**src/rtl/iterative_subtractor.sv**
```systemverilog
// ----------------------------------------------------------------------------
// iterative_subtractor
//
// Multi-cycle unsigned subtractor. It computes d = a - b modulo 2^LENGTH,
// CHUNK bits per clock, by ripple-adding a + ~b + 1 one chunk at a time.
// The carry between chunks is held in a register.
//
// Handshake:
//   - Operands are accepted in IDLE (in_valid_i & in_ready_o).
//   - The result is presented in DONE until the consumer takes it
//     (out_valid_o & out_ready_i).
//   - Latency from the input transfer to out_valid_o is LENGTH/CHUNK cycles.
//
// Optional feature:
//   - Defining ITERATIVE_SUBTRACTOR_OVERFLOW_EN adds output overflow_o.
//   - overflow_o flags two's-complement signed overflow of the subtraction.
// ----------------------------------------------------------------------------
module iterative_subtractor #(
   parameter int LENGTH = 16,
   parameter int CHUNK  = 4
) (
   input  logic              clk_i,
   input  logic              rst_ni,
   input  logic [LENGTH-1:0] a_i,
   input  logic [LENGTH-1:0] b_i,
   input  logic              in_valid_i,
   output logic              in_ready_o,
   output logic [LENGTH-1:0] d_o,
   output logic              borrow_o,
`ifdef ITERATIVE_SUBTRACTOR_OVERFLOW_EN
   output logic              overflow_o,
`endif
   output logic              out_valid_o,
   input  logic              out_ready_i
);

   localparam int N     = LENGTH / CHUNK;
   localparam int IDX_W = (N > 1) ? $clog2(N) : 1;
   localparam logic [IDX_W-1:0] LAST_IDX = IDX_W'(N - 1);

   // Reject configurations where the chunks do not tile the word exactly.
   if ((CHUNK < 1) || (CHUNK > LENGTH) || ((LENGTH % CHUNK) != 0)) begin : g_param_check
      $error("iterative_subtractor: CHUNK must divide LENGTH and satisfy 1 <= CHUNK <= LENGTH");
   end

   typedef enum logic [1:0] {
      IDLE = 2'd0,
      BUSY = 2'd1,
      DONE = 2'd2
   } state_t;

   state_t state_q, state_d;

   // Captured operands stay untouched for the whole operation.
   logic [LENGTH-1:0] a_q, b_q;

   // Working difference, assembled chunk by chunk.
   // Kept separate from d_q so that d_o keeps showing the previous result
   // while a new one is in flight.
   logic [LENGTH-1:0] w_q, w_d;
   logic [LENGTH-1:0] d_q;
   logic              borrow_q;
   logic              carry_q;
   logic [IDX_W-1:0]  idx_q;

   logic [CHUNK-1:0]  a_ch, b_ch;
   logic [CHUNK:0]    diff;
   logic              take_in;
   logic              busy;
   logic              last_chunk;

   // One chunk of a - b: a + ~b + carry_in.
   // The returned MSB is the chunk carry-out; a carry-out of 0 from the top
   // chunk means a borrow.
   function automatic logic [CHUNK:0] sub_chunk(input logic [CHUNK-1:0] a,
                                                input logic [CHUNK-1:0] b,
                                                input logic             cin);
      sub_chunk = {1'b0, a} + {1'b0, ~b} + {{CHUNK{1'b0}}, cin};
   endfunction

   assign take_in    = in_ready_o & in_valid_i;
   assign busy       = (state_q == BUSY);
   assign last_chunk = (idx_q == LAST_IDX);

   // State register; reset always lands in IDLE, dropping any pending work.
   always_ff @(posedge clk_i) begin
      if (!rst_ni) begin
         state_q <= IDLE;
      end else begin
         state_q <= state_d;
      end
   end

   // Next-state logic and handshake outputs.
   // DONE always returns to IDLE, never straight to BUSY.
   always_comb begin
      state_d     = state_q;
      in_ready_o  = 1'b0;
      out_valid_o = 1'b0;
      case (state_q)
         IDLE: begin
            in_ready_o = 1'b1;
            if (in_valid_i) begin
               state_d = BUSY;
            end
         end
         BUSY: begin
            if (last_chunk) begin
               state_d = DONE;
            end
         end
         DONE: begin
            out_valid_o = 1'b1;
            if (out_ready_i) begin
               state_d = IDLE;
            end
         end
         default: begin
            state_d = IDLE;
         end
      endcase
   end

   // Select the operand chunk addressed by the current chunk index.
   always_comb begin
      a_ch = '0;
      b_ch = '0;
      for (int k = 0; k < N; k++) begin
         if (idx_q == IDX_W'(k)) begin
            a_ch = a_q[k*CHUNK +: CHUNK];
            b_ch = b_q[k*CHUNK +: CHUNK];
         end
      end
   end

   assign diff = sub_chunk(a_ch, b_ch, carry_q);

   // Merge the freshly computed chunk into the working difference.
   always_comb begin
      w_d = w_q;
      for (int k = 0; k < N; k++) begin
         if (idx_q == IDX_W'(k)) begin
            w_d[k*CHUNK +: CHUNK] = diff[CHUNK-1:0];
         end
      end
   end

   // Operand capture and working difference; plain data, no reset needed.
   always_ff @(posedge clk_i) begin
      if (take_in) begin
         a_q <= a_i;
         b_q <= b_i;
      end
      if (busy) begin
         w_q <= w_d;
      end
   end

   // Chunk sequencing: the carry starts at 1 to supply the +1 of ~b + 1.
   always_ff @(posedge clk_i) begin
      if (!rst_ni) begin
         carry_q <= 1'b0;
         idx_q   <= '0;
      end else if (take_in) begin
         carry_q <= 1'b1;
         idx_q   <= '0;
      end else if (busy) begin
         carry_q <= diff[CHUNK];
         idx_q   <= idx_q + IDX_W'(1);
      end
   end

   // Publish the result when the last chunk completes.
   // Outputs then hold until the next operation finishes.
   always_ff @(posedge clk_i) begin
      if (!rst_ni) begin
         d_q      <= '0;
         borrow_q <= 1'b0;
      end else if (busy && last_chunk) begin
         d_q      <= w_d;
         borrow_q <= ~diff[CHUNK];
      end
   end

   assign d_o      = d_q;
   assign borrow_o = borrow_q;

`ifdef ITERATIVE_SUBTRACTOR_OVERFLOW_EN
   logic overflow_q;

   // Signed overflow: operands of opposite sign and a result whose sign
   // differs from the minuend.
   always_ff @(posedge clk_i) begin
      if (!rst_ni) begin
         overflow_q <= 1'b0;
      end else if (busy && last_chunk) begin
         overflow_q <= (a_q[LENGTH-1] ^ b_q[LENGTH-1]) & (w_d[LENGTH-1] ^ a_q[LENGTH-1]);
      end
   end

   assign overflow_o = overflow_q;
`endif

endmodule

```
**config.mk**
```make
export PLATFORM = sky130hd
export DESIGN_NAME = iterative_subtractor
export DESIGN_NICKNAME = d
export VERILOG_FILES = /design/src/rtl/iterative_subtractor.sv
export SDC_FILE = /design/constraint.sdc
export NUM_CORES = 1
export LEC_CHECK = 0
export CAP_MARGIN = 20
export CORE_UTILIZATION = 35
export DETAILED_ROUTE_END_ITERATION = 12
export PLACE_DENSITY = 0.67
export SETUP_SLACK_MARGIN = 0.02
export SYNTH_ARGS = -nofsm -noshare
export SYNTH_HDL_FRONTEND = slang
export SYNTH_SLANG_ARGS = --single-unit
```
**constraint.sdc**
```tcl
create_clock -name clk_i -period 3.64 [get_ports clk_i]
set_input_delay 0.728 -clock clk_i [delete_from_list [all_inputs] [get_ports clk_i]]
set_output_delay 0.728 -clock clk_i [all_outputs]
set_load 0.01 [all_outputs]
```
; Word-level counts from Yosys, hierarchy flattened
; Cells that the tools add are included.
; W data, S select, Z words.
[op_classes]
add_sub_neg = 3
n_eq_ne = 8
muxes = 20
bitwise_logic = 4
n_reduce_logical = 6
[op_table]
columns = op, count
row1 = $mux W4, 12
row2 = $eq A2 B2 Y1 const B, 3
row3 = $mux W2, 3
row4 = $pmux W2 S3, 1
row5 = $add A4 B4 Y5, 1
row6 = $add A5 B1 Y5, 1
row7 = $eq A2 B1 Y1 const B, 2
row8 = $logic_not A2 Y1, 2
row9 = $mux W1, 4
row10 = $ne A2 B2 Y1 const B, 2
row11 = $not A4 Y4, 1
row12 = $reduce_and A3 Y1, 1
row13 = $add A2 B1 Y2 const B, 1
row14 = $ne A2 B1 Y1 const B, 1
row15 = $not A1 Y1, 2
row16 = $reduce_bool A2 Y1, 1
row17 = $reduce_or A2 Y1, 1
row18 = $and A1 B1 Y1, 1
row19 = $logic_and A1 B1 Y1, 1
[totals]
register_bits = 70
inputBits = 36
output_inout_bits = 19
elab_cells = 49

; Depth between registers and ports, before layout
; Gate-level depths: netlist of the first run.
[depth]
word_depth = 10
ltp_mapped = 14
ltp_nobuf = 12

; Worst setup path after synthesis of the first run
; No wires, ideal clock.
[synth_timing]
path_type = reg-to-reg
startpoint = register idx_q[0]
endpoint = register w_q[10] (data pin)
setup_time_ns = 0.263
arrival_ns = 2.473
required_time_ns = 3.377
path_slack_ns = 0.903
stages_incl_launch_ff = 11
n_path_buf = 1
synth_period_minus_slack_ns = 2.737
path_cell_list = dfxtp_1 > inv_1 > ha_1 > buf_2 > nor2b_1 > nor3_1 > a21oi_1 > fa_1 > fa_1 > xnor2_1 > mux2_2
[synth_between]
elab_chain_cells = 9
word_cells_on_any_way = 16
classes_between = add/sub: 2 / eq/ne: 3 / mux: 9 / bitwise: 1 / reduce/logical: 1
[synth_lines]
columns = item, line_no
row1 = from (decl), 64  ; logic [IDX_W-1:0] idx_q;
row2 = from (signal assigned), 169  ; idx_q <= idx_q + IDX_W'(1);
row3 = $logic_not A2 Y1, 129  ; if (idx_q == IDX_W'(k)) begin
row4 = $mux W4 (4 in series), 129
row5 = $not A4 Y4, 78  ; sub_chunk = {1'b0, a} + {1'b0, ~b} + {{CHUNK{1'b0}}, cin};
row6 = $add A4 B4 Y5, 78
row7 = $add A5 B1 Y5, 78
row8 = $mux W4 *, 142  ; if (idx_q == IDX_W'(k)) begin
row9 = net w_d[10], 60  ; logic [LENGTH-1:0] w_q, w_d;
row10 = to (signal assigned), 155  ; w_q <= w_d;
row11 = to (decl), 60
; The timed path passes the listed nets; every way through them passes the cells marked *.
; A chain may end at the register's enable or synchronous reset.

; Final worst setup path of the first run
[layout_timing]
startpoint = register idx_q[0]
endpoint = register d_q[2] (netlist: d_o[2])
[layout_between]
elab_chain_cells = 9
word_cells_on_any_way = 17
classes_between = add/sub: 2 / eq/ne: 3 / mux: 9 / bitwise: 1 / reduce/logical: 2
[layout_lines]
columns = item, line_no
row1 = $logic_not A2 Y1, "129, 142"
row2 = $mux W4 (4 in series), 129
row3 = $not A4 Y4, 78
row4 = $add A4 B4 Y5, 78
row5 = $add A5 B1 Y5, 78
row6 = $mux W4 *, 142
row7 = net w_d[2], 60
row8 = to (signal assigned), 180  ; d_q <= w_d;
row9 = to (decl), 61  ; logic [LENGTH-1:0] d_q;
; Marked as above.

==> results.txt, run 1 <==
The flow ran to the end, and the final reports show no timing, DRC or antenna violations. STA classifies the critical path endpoint as a flop. The arrival time of the worst setup path came out at 3.44 ns. In this run the biggest area consumer among cell types represents 45.1% of the synthesized area.

The highest cell delay on the worst timing path came out at 0.59 ns. The height of the die is 93.4 um. The number of design-rule violations left by the first detailed-router iteration came out at 135. For this block, the routed nets add up to 5740 um of wire.

The TritonCTS buffer count is 9. The antenna cell count came out at 0. In this run, distinct cell masters in the synthesized netlist total 45.

In this design, the critical path's most frequently occurring cell is sky130_fd_sc_hd__fa_1. The leakage dissipation is 1.44 nW. STA classifies the critical path startpoint as a flop. The area of the die is 0.00873 mm^2. In this run the power spent charging and discharging nets is 0.427 mW. On the final layout, the worst clock skew is 0.00653 ns.

The final net count came out at 337. The number of nets in the synthesized netlist is 281. Setup repair after global routing left no endpoint under its margin.

The average via count per standard cell came out at 5.03. Yosys mapped a number of flops with a built-in enable equal to 44. The portion of the post-synthesis area used by sequential elements came out at 60.2%. The number of maximum-capacitance constraint violations is 0. Global routing finished with a remaining overflow of 0.

The number of antenna violations at the first check in global routing is 0. On the critical path, the stage with the largest delay is an instance of sky130_fd_sc_hd__ha_1. The async set-or-reset flop fraction in the synthesized netlist came out at 0%. The first global-routing pass estimated 9480 um of wire. The largest total area in the synthesized netlist belongs to sky130_fd_sc_hd__edfxtp_1. The sequential share of power is 47.9%.

The count of instances resized after the clock tree is built came out at 0. The fraction of layout cells with a size suffix above 1 came out at 10.4%. The post-synthesis cell count is 236. Of the total power, combinational logic draws 15.1%. The congestion estimate from routability-driven global placement came to 0.813. The half-perimeter wire length after detailed placement came out at 3900 um. Hold repair after CTS inserted 0 buffers. After synthesis, the most frequently instantiated cells are sky130_fd_sc_hd__edfxtp_1 (44), sky130_fd_sc_hd__dfxtp_1 (22), sky130_fd_sc_hd__nand2_1 (19), sky130_fd_sc_hd__nor2b_1 (17), sky130_fd_sc_hd__inv_1 (15). Internal power comes to 1.38 mW. Row generation in the floorplan step produced 32 rows. The number of top-level pins is 55. The signal on the critical path passes through inv_1, ha_1, a221oi_1, nor3_1, a21oi_1, fa_1, fa_1, xnor2_1, mux2_2, nand2_1, a21boi_0. The first-pass iteration count of the detailed router is 4. The clock transition at the registers of the reported paths came out at 0.07 ns. The effective utilization at floorplan is 37.1%. The die boundary width is 93.4 um. The number of nets with antenna violations after detailed routing is 0. The count of endpoints failing hold in the final timing report is 0. The required arrival time at the worst endpoint came out at 3.91 ns. Setup violations remaining at the end of the flow were counted as 0. Adding up every negative setup slack in the final design gives 0 ns. The total track usage came out at 14.7%. The layout has 732 filler cells. The number of design rule violations left after detail routing is 0. The worst min-delay path class is reg2reg. Synthesis inferred 66 register bits. The number of buffers added for setup after CTS came out at 0.

The total clock sinks is 66. The relative slew slack came out at 43.5%. The routed via count came out at 2005. The count of buffers added on input and output ports is 54. The final critical path takes up 87.0% of the cycle.

In the synthesized netlist the dominant register cell turns out to be sky130_fd_sc_hd__edfxtp_1. In the post-synthesis netlist, the cell with the most instances is sky130_fd_sc_hd__edfxtp_1. The critical path is of the reg2reg type.

The number of H-tree levels came out at 3. The clock reaches the later pin of the worst-skew pair after 0.35 ns. The placeable core region is 0.00789 mm^2. The total power consumption of the routed design is 1.81 mW.

The number of global-route vias before repair is 1951. TritonCTS built the clock tree. Yosys attributes the largest share of cell area to sky130_fd_sc_hd__edfxtp_1 (45%), sky130_fd_sc_hd__dfxtp_1 (15%), sky130_fd_sc_hd__nor2b_1 (3.6%).

The shortest period the worst path allows came out at 3.17 ns. The largest net degree at the start of global routing came out at 33. The number of warnings printed during yosys synthesis came out at 0. The detailed-route wire length per cell came out at 14.4 um.

For this design the ratio of total power to cell area is 483 mW/mm^2. The maximum fanout along the worst path came out at 16. The per-instance average area after synthesis is 12.4 um^2.

The net switching fraction of the power came out at 23.6%. The maximum vdd ir drop is 191 uV. The synthesized netlist occupies a cell area of 0.00293 mm^2. The number of max-slew violations in the final report came out at 0. The growth of design area from synthesis to finish is 28.2%. The longest clock path from root to sink contains 2 buffers. The cell sitting at the root of the clock tree is a sky130_fd_sc_hd__clkbuf_8.

Static timing analysis puts the maximum clock frequency at 316 MHz. The proportion of power drawn by the clock network is 37.0%. The transition at the pin with the smallest max-transition slack came out at 0.845 ns.
## power by group through the flow
stage               Sequential, mW  Combinational [mW]  Clock, mW
floorplan                    0.880               0.185          0
global placement             0.884               0.269          0
detailed placement           0.884               0.273          0
CTS                          0.868               0.275      0.682
global route                 0.871               0.304      0.720
finish                       0.868               0.273      0.670
## through the flow
step / hold WS [ns] / utilization (%) / instance area [um^2] / worst slack (ns) / std cells
after floorplan: 0.457 / - / 2930 / 0.903 / 236
after global placement: 0.461 / 44.8 / 3530 / 0.623 / 383
after detailed placement: 0.465 / 44.8 / 3530 / 0.537 / 383
after CTS: 0.475 / 47.6 / 3750 / 0.521 / 399
after global routing: 0.506 / 47.6 / 3750 / 0.226 / 399
final: 0.468 / 47.6 / 3750 / 0.473 / 399
## cell usage in the layout, fill, tap and decap left out, drive strengths merged, types with 4 or more instances in the layout
cell type / count
nor2: 4
a21boi: 5
mux2i: 8
a221oi: 6
dfxtp: 22
o211a: 8
or2: 7
nor3: 6
clkdlybuf4s50: 54
nand2: 19
nor2b: 17
o21ai: 6
inv: 15
a21oi: 9
nand3: 6
clkbuf: 11
edfxtp: 44
ha: 7
## worst max-delay path: cells and delay by family, from the launching register on
family | cells | cell delay (ns)
buf+inv | 1 | 0.09
xor+xnor | 1 | 0.30
fa+ha+maj | 3 | 1.49
flops | 1 | 0.35
mux | 1 | 0.23
compound gates | 3 | 0.39
simple gates | 2 | 0.26
## path summary, 6_finish.rpt
path / slack, ns / depth (start not counted) / start / end
max: 0.47 / 11 / idx_q[0] / d_o[2]
min: 0.47 / 2 / d_o[11] / d_o[11]
max reg2reg: 0.47 / 11 / idx_q[0] / d_o[2]
min reg2reg: 0.47 / 2 / d_o[11] / d_o[11]
## cell families (layout without fill, tap and decap cells)
family | after synthesis | after routing | synth area share, %
flip-flops | 66 | 66 | 60.2
buffers and inverters | 27 | 88 | 4.79
AO/OA/AOI/OAI | 49 | 49 | 12.4
multiplexers | 11 | 11 | 3.89
AND/OR/NAND/NOR | 73 | 73 | 14.0
adder cells (fa/ha/maj) | 9 | 9 | 4.36
XOR/XNOR | 1 | 1 | 0.299
## flip-flops by register name (all words and copies together), names as in the netlist
signal    cells
state_q       2
w_q          12
d_o          16
carry_q       1
b_q          16
borrow_o      1
idx_q         2
a_q          16
## final cells by class
type / instances / area [um^2] / share of cell area [%]
Timing Repair Buffer: 57 / 563 / 15.0
Clock buffer: 11 / 141 / 3.77
Clock inverter: 5 / 77.6 / 2.07
Tap cell: 102 / 128 / 3.40
Inverter: 15 / 56.3 / 1.50
Sequential cell: 66 / 1760 / 46.9
Multi-Input combinational cell: 143 / 1020 / 27.3
## per-layer routing
| metal | GRT usage (%) | routed length (um) | share of wire, % |
|---|---|---|---|
| met3 | 5.77 | 343 | 6.0 |
| met1 | 18.9 | 2750 | 48 |
| met4 | 5.38 | 74 | 1.3 |
| met2 | 22.2 | 2580 | 45 |
| met5 | 0 | 0 | 0 |
(Power assumes the default switching activity.)
==> run 2: changes to the inputs <==
Settings changed: GPL_TIMING_DRIVEN set to 0.
==> run 2 against run 1 <==
Effect of this change: via count is essentially flat; critical path depth grew 2; first-iteration DRC count shrank 16%; clock skew shrank 0.0012 ns; clock power shrank 14%; largest cell class unchanged.
==> results.txt, run 2 (synthesized netlist as in run 1, its figures left out) <==
The run finished with clean final reports. The clock transition at the registers of the reported paths came out at 0.07 ns. The detailed-route wire length per cell came out at 15.0 um. After routing, the total negative slack on setup checks comes to 0 ns. The die is 93.4 um wide. The fraction of layout cells with a size suffix above 1 is 12.1%. Counting tap cells, the placed design contains a total of 393 instances. The count of endpoints failing hold in the final timing report is 0. The first-pass iteration count of the detailed router came out at 5. The maximum vdd ir drop is 253 uV. The number of max-slew violations in the final report came out at 0. The type of origin of the critical path is a flop. In this run, post-CTS hold repair placed 0 buffers. The total congestion overflow after global routing came out at 0. The final setup violation count came out at 0.

The power density relative to cell area is 455 mW/mm^2. The clock tree from TritonCTS is yes. The global-route wire length before repair is 9830 um.

The final net count came out at 347. The clock skew after layout came out at 0.00533 ns. The number of nets with antenna violations after detailed routing is 0.

In the final layout, the multi-input gates occupy 0.00102 mm^2. The library cells used most frequently in the layout, excluding fill and tap cells, are sky130_fd_sc_hd__clkdlybuf4s50_1 (54), sky130_fd_sc_hd__edfxtp_1 (44), sky130_fd_sc_hd__dfxtp_1 (22), sky130_fd_sc_hd__nand2_1 (19), sky130_fd_sc_hd__nor2b_1 (17). The path class of the tightest hold or removal check is reg2reg. The routed wire length came out at 6130 um. The worst setup path is of the reg2reg kind.

The height of the die came out at 93.4 um. The number of H-tree levels is 3. The total clock sinks came out at 66. The number of top-level pins is 55. The TritonCTS buffer count came out at 9. Once the clock tree was built, the setup fixing pass inserted 0 buffers.

The arrival time of the worst setup path is 3.52 ns. The required arrival time at the worst endpoint is 3.91 ns. CTS placed an instance of sky130_fd_sc_hd__clkbuf_8 at the clock tree root. The total track usage came out at 15.2%. In the routed design, unresolved DRC markers number 0. The placeable core region came out at 0.00789 mm^2.

The number of global-route vias before repair is 2026. The final-layout fill cell count is 706. The maximum buffer depth of the clock tree came out at 2. The count of instances resized after the clock tree is built came out at 0. Entering global routing, the biggest net connects 24 pins. The shortest period the worst path allows came out at 3.26 ns.

STA classifies the critical path endpoint as a flop. The effective utilization at floorplan came out at 37.1%. Static timing analysis puts the maximum clock frequency at 307 MHz. At the pin with the least slew margin, the transition time is 0.545 ns. At the end of routability-driven placement, the weighted congestion stood at 0.819. The number of antenna violations at the first check in global routing is 0. The area taken by flip-flops and latches is 0.00176 mm^2. The final setup slack of the worst path is 0.384 ns.

Max-cap violations in this run came to 0. The post-route fraction of the period consumed by the critical path came out at 89.5%. The number of design-rule violations left by the first detailed-router iteration is 114.

The most frequent standard cell in the layout excluding fill and tap cells is sky130_fd_sc_hd__clkdlybuf4s50_1. Compared with the post-synthesis result, the final layout area differs by 30.1%. The quantity of I/O buffers inserted on ports is 54.

The area of the die is 0.00873 mm^2. The relative slew slack is 63.7%. The average via count per standard cell is 4.91. The worst setup slack before clock tree synthesis is 0.402 ns.

The clock latency reported for the late side of the worst-skew pair came out at 0.34 ns. The antenna cell count is 0. Once layout is complete, the cells apart from fillers number 409. The maximum fanout along the worst path came out at 10.

The routed via count is 2007. Setup repair after global routing left no endpoint under its margin. The leakage dissipation came out at 1.47 nW. The number of placement rows came out at 32.

The half-perimeter wire length after detailed placement came out at 4350 um.
==> run 2: cell types whose count changed in the layout (fill, tap and decap cells not counted) <==
cell                        before  now
sky130_fd_sc_hd__buf_16          0    1
sky130_fd_sc_hd__buf_2           0    3
sky130_fd_sc_hd__buf_4           3    2
sky130_fd_sc_hd__buf_6           0    1
sky130_fd_sc_hd__bufinv_16       2    1
sky130_fd_sc_hd__clkbuf_1        1    5
sky130_fd_sc_hd__clkbuf_8       10   11
sky130_fd_sc_hd__clkinv_2        2    4
==> run 2: area by class of cell <==
cell class	count	share of cell area (%)
multi-input combinational	143	26.9
sequential	66	46.3
buffer	12	2.20
clock inverter	6	1.51
tap	102	3.35
inverter	15	1.48
timing repair buffer	55	14.9
clock buffer	10	3.35
==> run 2: power by group <==
part           internal [mW]  switching (mW)  total [mW]
clock network          0.311           0.265       0.577
logic                  0.136           0.153       0.288
registers              0.854          0.0125       0.866
==> run 2: worst paths after layout <==
| path | from | endpoint | slack (ns) | cells after the start |
|---|---|---|---|---|
| worst min register to register | d_o[11] | d_o[11] | 0.46 | 2 |
| worst max register to register | idx_q[1] | d_o[6] | 0.38 | 13 |
| worst min-delay path | d_o[11] | d_o[11] | 0.46 | 2 |
| worst max-delay path | idx_q[1] | d_o[6] | 0.38 | 13 |
==> run 2: per-stage QoR <==
stage / hold WS [ns] / util (%) / instance area (um^2) / power, mW
finish: 0.464 / 48.3 / 3810 / 1.73
global route: 0.491 / 48.3 / 3810 / 1.82
CTS: 0.466 / 48.3 / 3810 / 1.75
detailed placement: 0.458 / 45.9 / 3620 / 1.17
global placement: 0.456 / 45.6 / 3590 / 1.16
floorplan: 0.457 / - / 2930 / 1.06
==> run 2: worst max-delay path, stage by stage (launching register included) <==
cell,delay [ns]
sky130_fd_sc_hd__dfxtp_1,0.34
sky130_fd_sc_hd__inv_1,0.09
sky130_fd_sc_hd__ha_1,0.21
sky130_fd_sc_hd__buf_2,0.28
sky130_fd_sc_hd__clkbuf_8,0.24
sky130_fd_sc_hd__a221oi_1,0.11
sky130_fd_sc_hd__nor3_1,0.14
sky130_fd_sc_hd__a21oi_1,0.08
sky130_fd_sc_hd__fa_1,0.46
sky130_fd_sc_hd__fa_1,0.43
sky130_fd_sc_hd__xnor2_1,0.36
sky130_fd_sc_hd__mux2_2,0.25
sky130_fd_sc_hd__nand2_1,0.05
sky130_fd_sc_hd__a21boi_0,0.14
==> run 2: layer usage <==
metal / up-vias / global-route usage [%] / part of all wire, %
met4: 0 / 4.87 / 0.88
met5: - / 0 / 0
li1: 996 / - / -
met3: 6 / 5.69 / 5.3
met2: 50 / 24.9 / 47
met1: 955 / 18.6 / 46
==> run 3: changes to the inputs <==
Settings changed: CTS_BUF_LIST set to sky130_fd_sc_hd__clkbuf_16.
==> run 3 against run 2 <==
Effect of this change: critical path depth did not move; final area rose by 2.7%; global-route usage rose by 0.13 points; routed wire length barely moved; clock power rose by 41%; via count rose by 1.3%; highest routed layer unchanged; final cell count did not move.
==> results.txt, run 3 (synthesized netlist as in run 1, its figures left out) <==
The run finished with clean final reports. In the post-route analysis, the smallest setup slack over all paths is 0.409 ns. The worst setup path is captured at a flop. Timing analysis after detailed placement gives a worst setup slack of 0.402 ns. The transition at the pin with the smallest max-transition slack came out at 0.567 ns. The TritonCTS buffer count is 9. The number of placement rows is 32. The shortest period the worst path allows is 3.23 ns. The total clock sinks came out at 66. The signal on the critical path passes through inv_1, ha_1, buf_2, clkbuf_8, a221oi_1, nor3_1, a21oi_1, fa_1, fa_1, xnor2_1, mux2_2, nand2_1, a21boi_0. The height of the die is 93.4 um.

The quantity of I/O buffers inserted on ports is 54. The area used by multi-input combinational logic is 0.00102 mm^2. Across the run, the number of max-cap violations was 0. Detailed placement finished with a half-perimeter wire length of 4350 um. Setup repair after global routing left no endpoint under its margin. In this run the worst path has a maximum fanout of 10.

Leaving out fill and tap cells, the most frequent cells in the layout are sky130_fd_sc_hd__clkdlybuf4s50_1 (54), sky130_fd_sc_hd__edfxtp_1 (44), sky130_fd_sc_hd__dfxtp_1 (22), sky130_fd_sc_hd__nand2_1 (19), sky130_fd_sc_hd__nor2b_1 (17). The final critical path takes up 88.8% of the cycle. The slowest cell on the critical path is sky130_fd_sc_hd__fa_1.

The clock latency reported for the late side of the worst-skew pair is 0.32 ns. The highest attainable clock frequency came out at 310 MHz. The highest cell delay on the worst timing path is 0.46 ns. No sink is reached through more buffers than the 2 on the longest clock path. The placeable core region is 0.00789 mm^2. The initial utilization of the core area, before any placement, comes to 37.1%. The routed wire length is 6120 um. The area taken by flip-flops and latches came out at 0.00176 mm^2. Clock skew on the completed layout was measured at 0.00773 ns.

The number of design-rule violations left by the first detailed-router iteration is 110. The number of nets with antenna violations after detailed routing came out at 0. The growth of design area from synthesis to finish is 33.6%. The detailed-route wire length per cell came out at 15.0 um. The final cell area excluding filler cells is 0.00391 mm^2. In this run, post-CTS repair resized a total of 0 instances. For the worst setup path, the data required time is 3.89 ns.

The type of origin of the critical path is a flop. Power comes to 1.97 mW. The leakage dissipation came out at 1.53 nW. The critical path in this run is classified as reg2reg. The area of the die came out at 0.00873 mm^2. The last weighted congestion value of the routability-driven placer is 0.819. The library cell used most frequently in the layout, excluding fill and tap cells, is sky130_fd_sc_hd__clkdlybuf4s50_1.

The final hold slack came out at 0.460 ns. The total congestion overflow after global routing is 0. The relative slew slack is 62.2%. For this design the ratio of total power to cell area is 504 mW/mm^2. The maximum vdd ir drop came out at 389 uV. The standard cell area after detailed placement is 0.00362 mm^2. The clock transition at the registers of the reported paths came out at 0.05 ns. The total track usage came out at 15.4%. The clock tree from TritonCTS is yes. The fraction of layout cells with a size suffix above 1 came out at 12.1%. The count of endpoints failing hold in the final timing report came to 0.

The first-pass iteration count of the detailed router is 4. The die boundary width came out at 93.4 um. The global-route wire length before repair came out at 9830 um. The net count of the finished layout is 347.

The average via count per standard cell came out at 4.97. Data arrives at the worst endpoint at 3.48 ns. The number of buffers and inverters on the critical path is 3. The largest net degree at the start of global routing is 24. The antenna cell count is 0.

The quantity of hold-fixing buffers added after cts came out at 0. The number of top-level pins is 55. The number of max-slew violations in the final report came out at 0. The cell family contributing the most delay on the critical path is adder cells. The number of antenna violations at the first check in global routing came to 0. The number of H-tree levels is 3.

In this design, the critical path's most frequently occurring cell is sky130_fd_sc_hd__fa_1. Setup violations remaining at the end of the flow were counted as 0. The number of buffers added for setup after CTS is 0. The number of design rule violations left after detail routing came out at 0. The worst min-delay path class is reg2reg. The routed via count is 2033. The accumulated negative setup slack came out at 0 ns. The number of global-route vias before repair came out at 2057.

The final-layout fill cell count is 684. CTS placed an instance of sky130_fd_sc_hd__clkbuf_16 at the clock tree root.
-- run 3: changes by cell type in the layout (fill, tap and decap cells not counted) --
cell	previous run	this run
sky130_fd_sc_hd__clkbuf_8	11	2
sky130_fd_sc_hd__clkbuf_1	5	4
sky130_fd_sc_hd__clkbuf_16	0	9
sky130_fd_sc_hd__inv_1	15	16
-- run 3: layout make-up --
cell class	instances	share of cell area (%)
Timing Repair Buffer	55	14.5
Clock buffer	9	5.76
Buffer	12	2.14
Multi-Input combinational cell	143	26.2
Tap cell	102	3.27
Sequential cell	66	45.1
Inverter	15	1.44
Clock inverter	7	1.57
-- run 3: worst register-to-register path: cells and delay by family, from the launching register on --
kind                       cells  cell delay [ns]
buffers and inverters          3             0.61
xor gates and xnor gates       1             0.36
and+or+nand+nor                2             0.19
muxes                          1             0.25
DFF                            1             0.33
adders and majority gates      3             1.09
AOI/OAI and AO/OA              3             0.32
-- run 3: worst paths after layout --
path	to	slack, ns	cells past startpoint	start
max	d_o[6]	0.41	13	idx_q[1]
min	d_o[11]	0.46	2	d_o[11]
max reg2reg	d_o[6]	0.41	13	idx_q[1]
min reg2reg	d_o[11]	0.46	2	d_o[11]
-- run 3: metrics by stage --
stage / util (%) / std cells
2_1_floorplan: - / 236
3_3_place_gp: 45.6 / 392
3_5_place_dp: 45.9 / 393
4_1_cts: 49.6 / 409
5_1_grt: 49.6 / 409
6_report: 49.6 / 409
-- run 3: where the power goes --
part / switching [mW] / leakage, nW / internal (mW)
Clock: 0.294 / 0.146 / 0.521
Sequential: 0.0125 / 0.597 / 0.855
Combinational: 0.151 / 0.782 / 0.136
-- run 3: routing by layer --
metal / GRT usage (%) / up-vias / wire, um
met5: 0 / - / 0
met1: 18.2 / 960 / 2780
met3: 4.96 / 8 / 409
met2: 25.4 / 64 / 2850
met4: 7.05 / 0 / 78
li1: - / 1001 / -
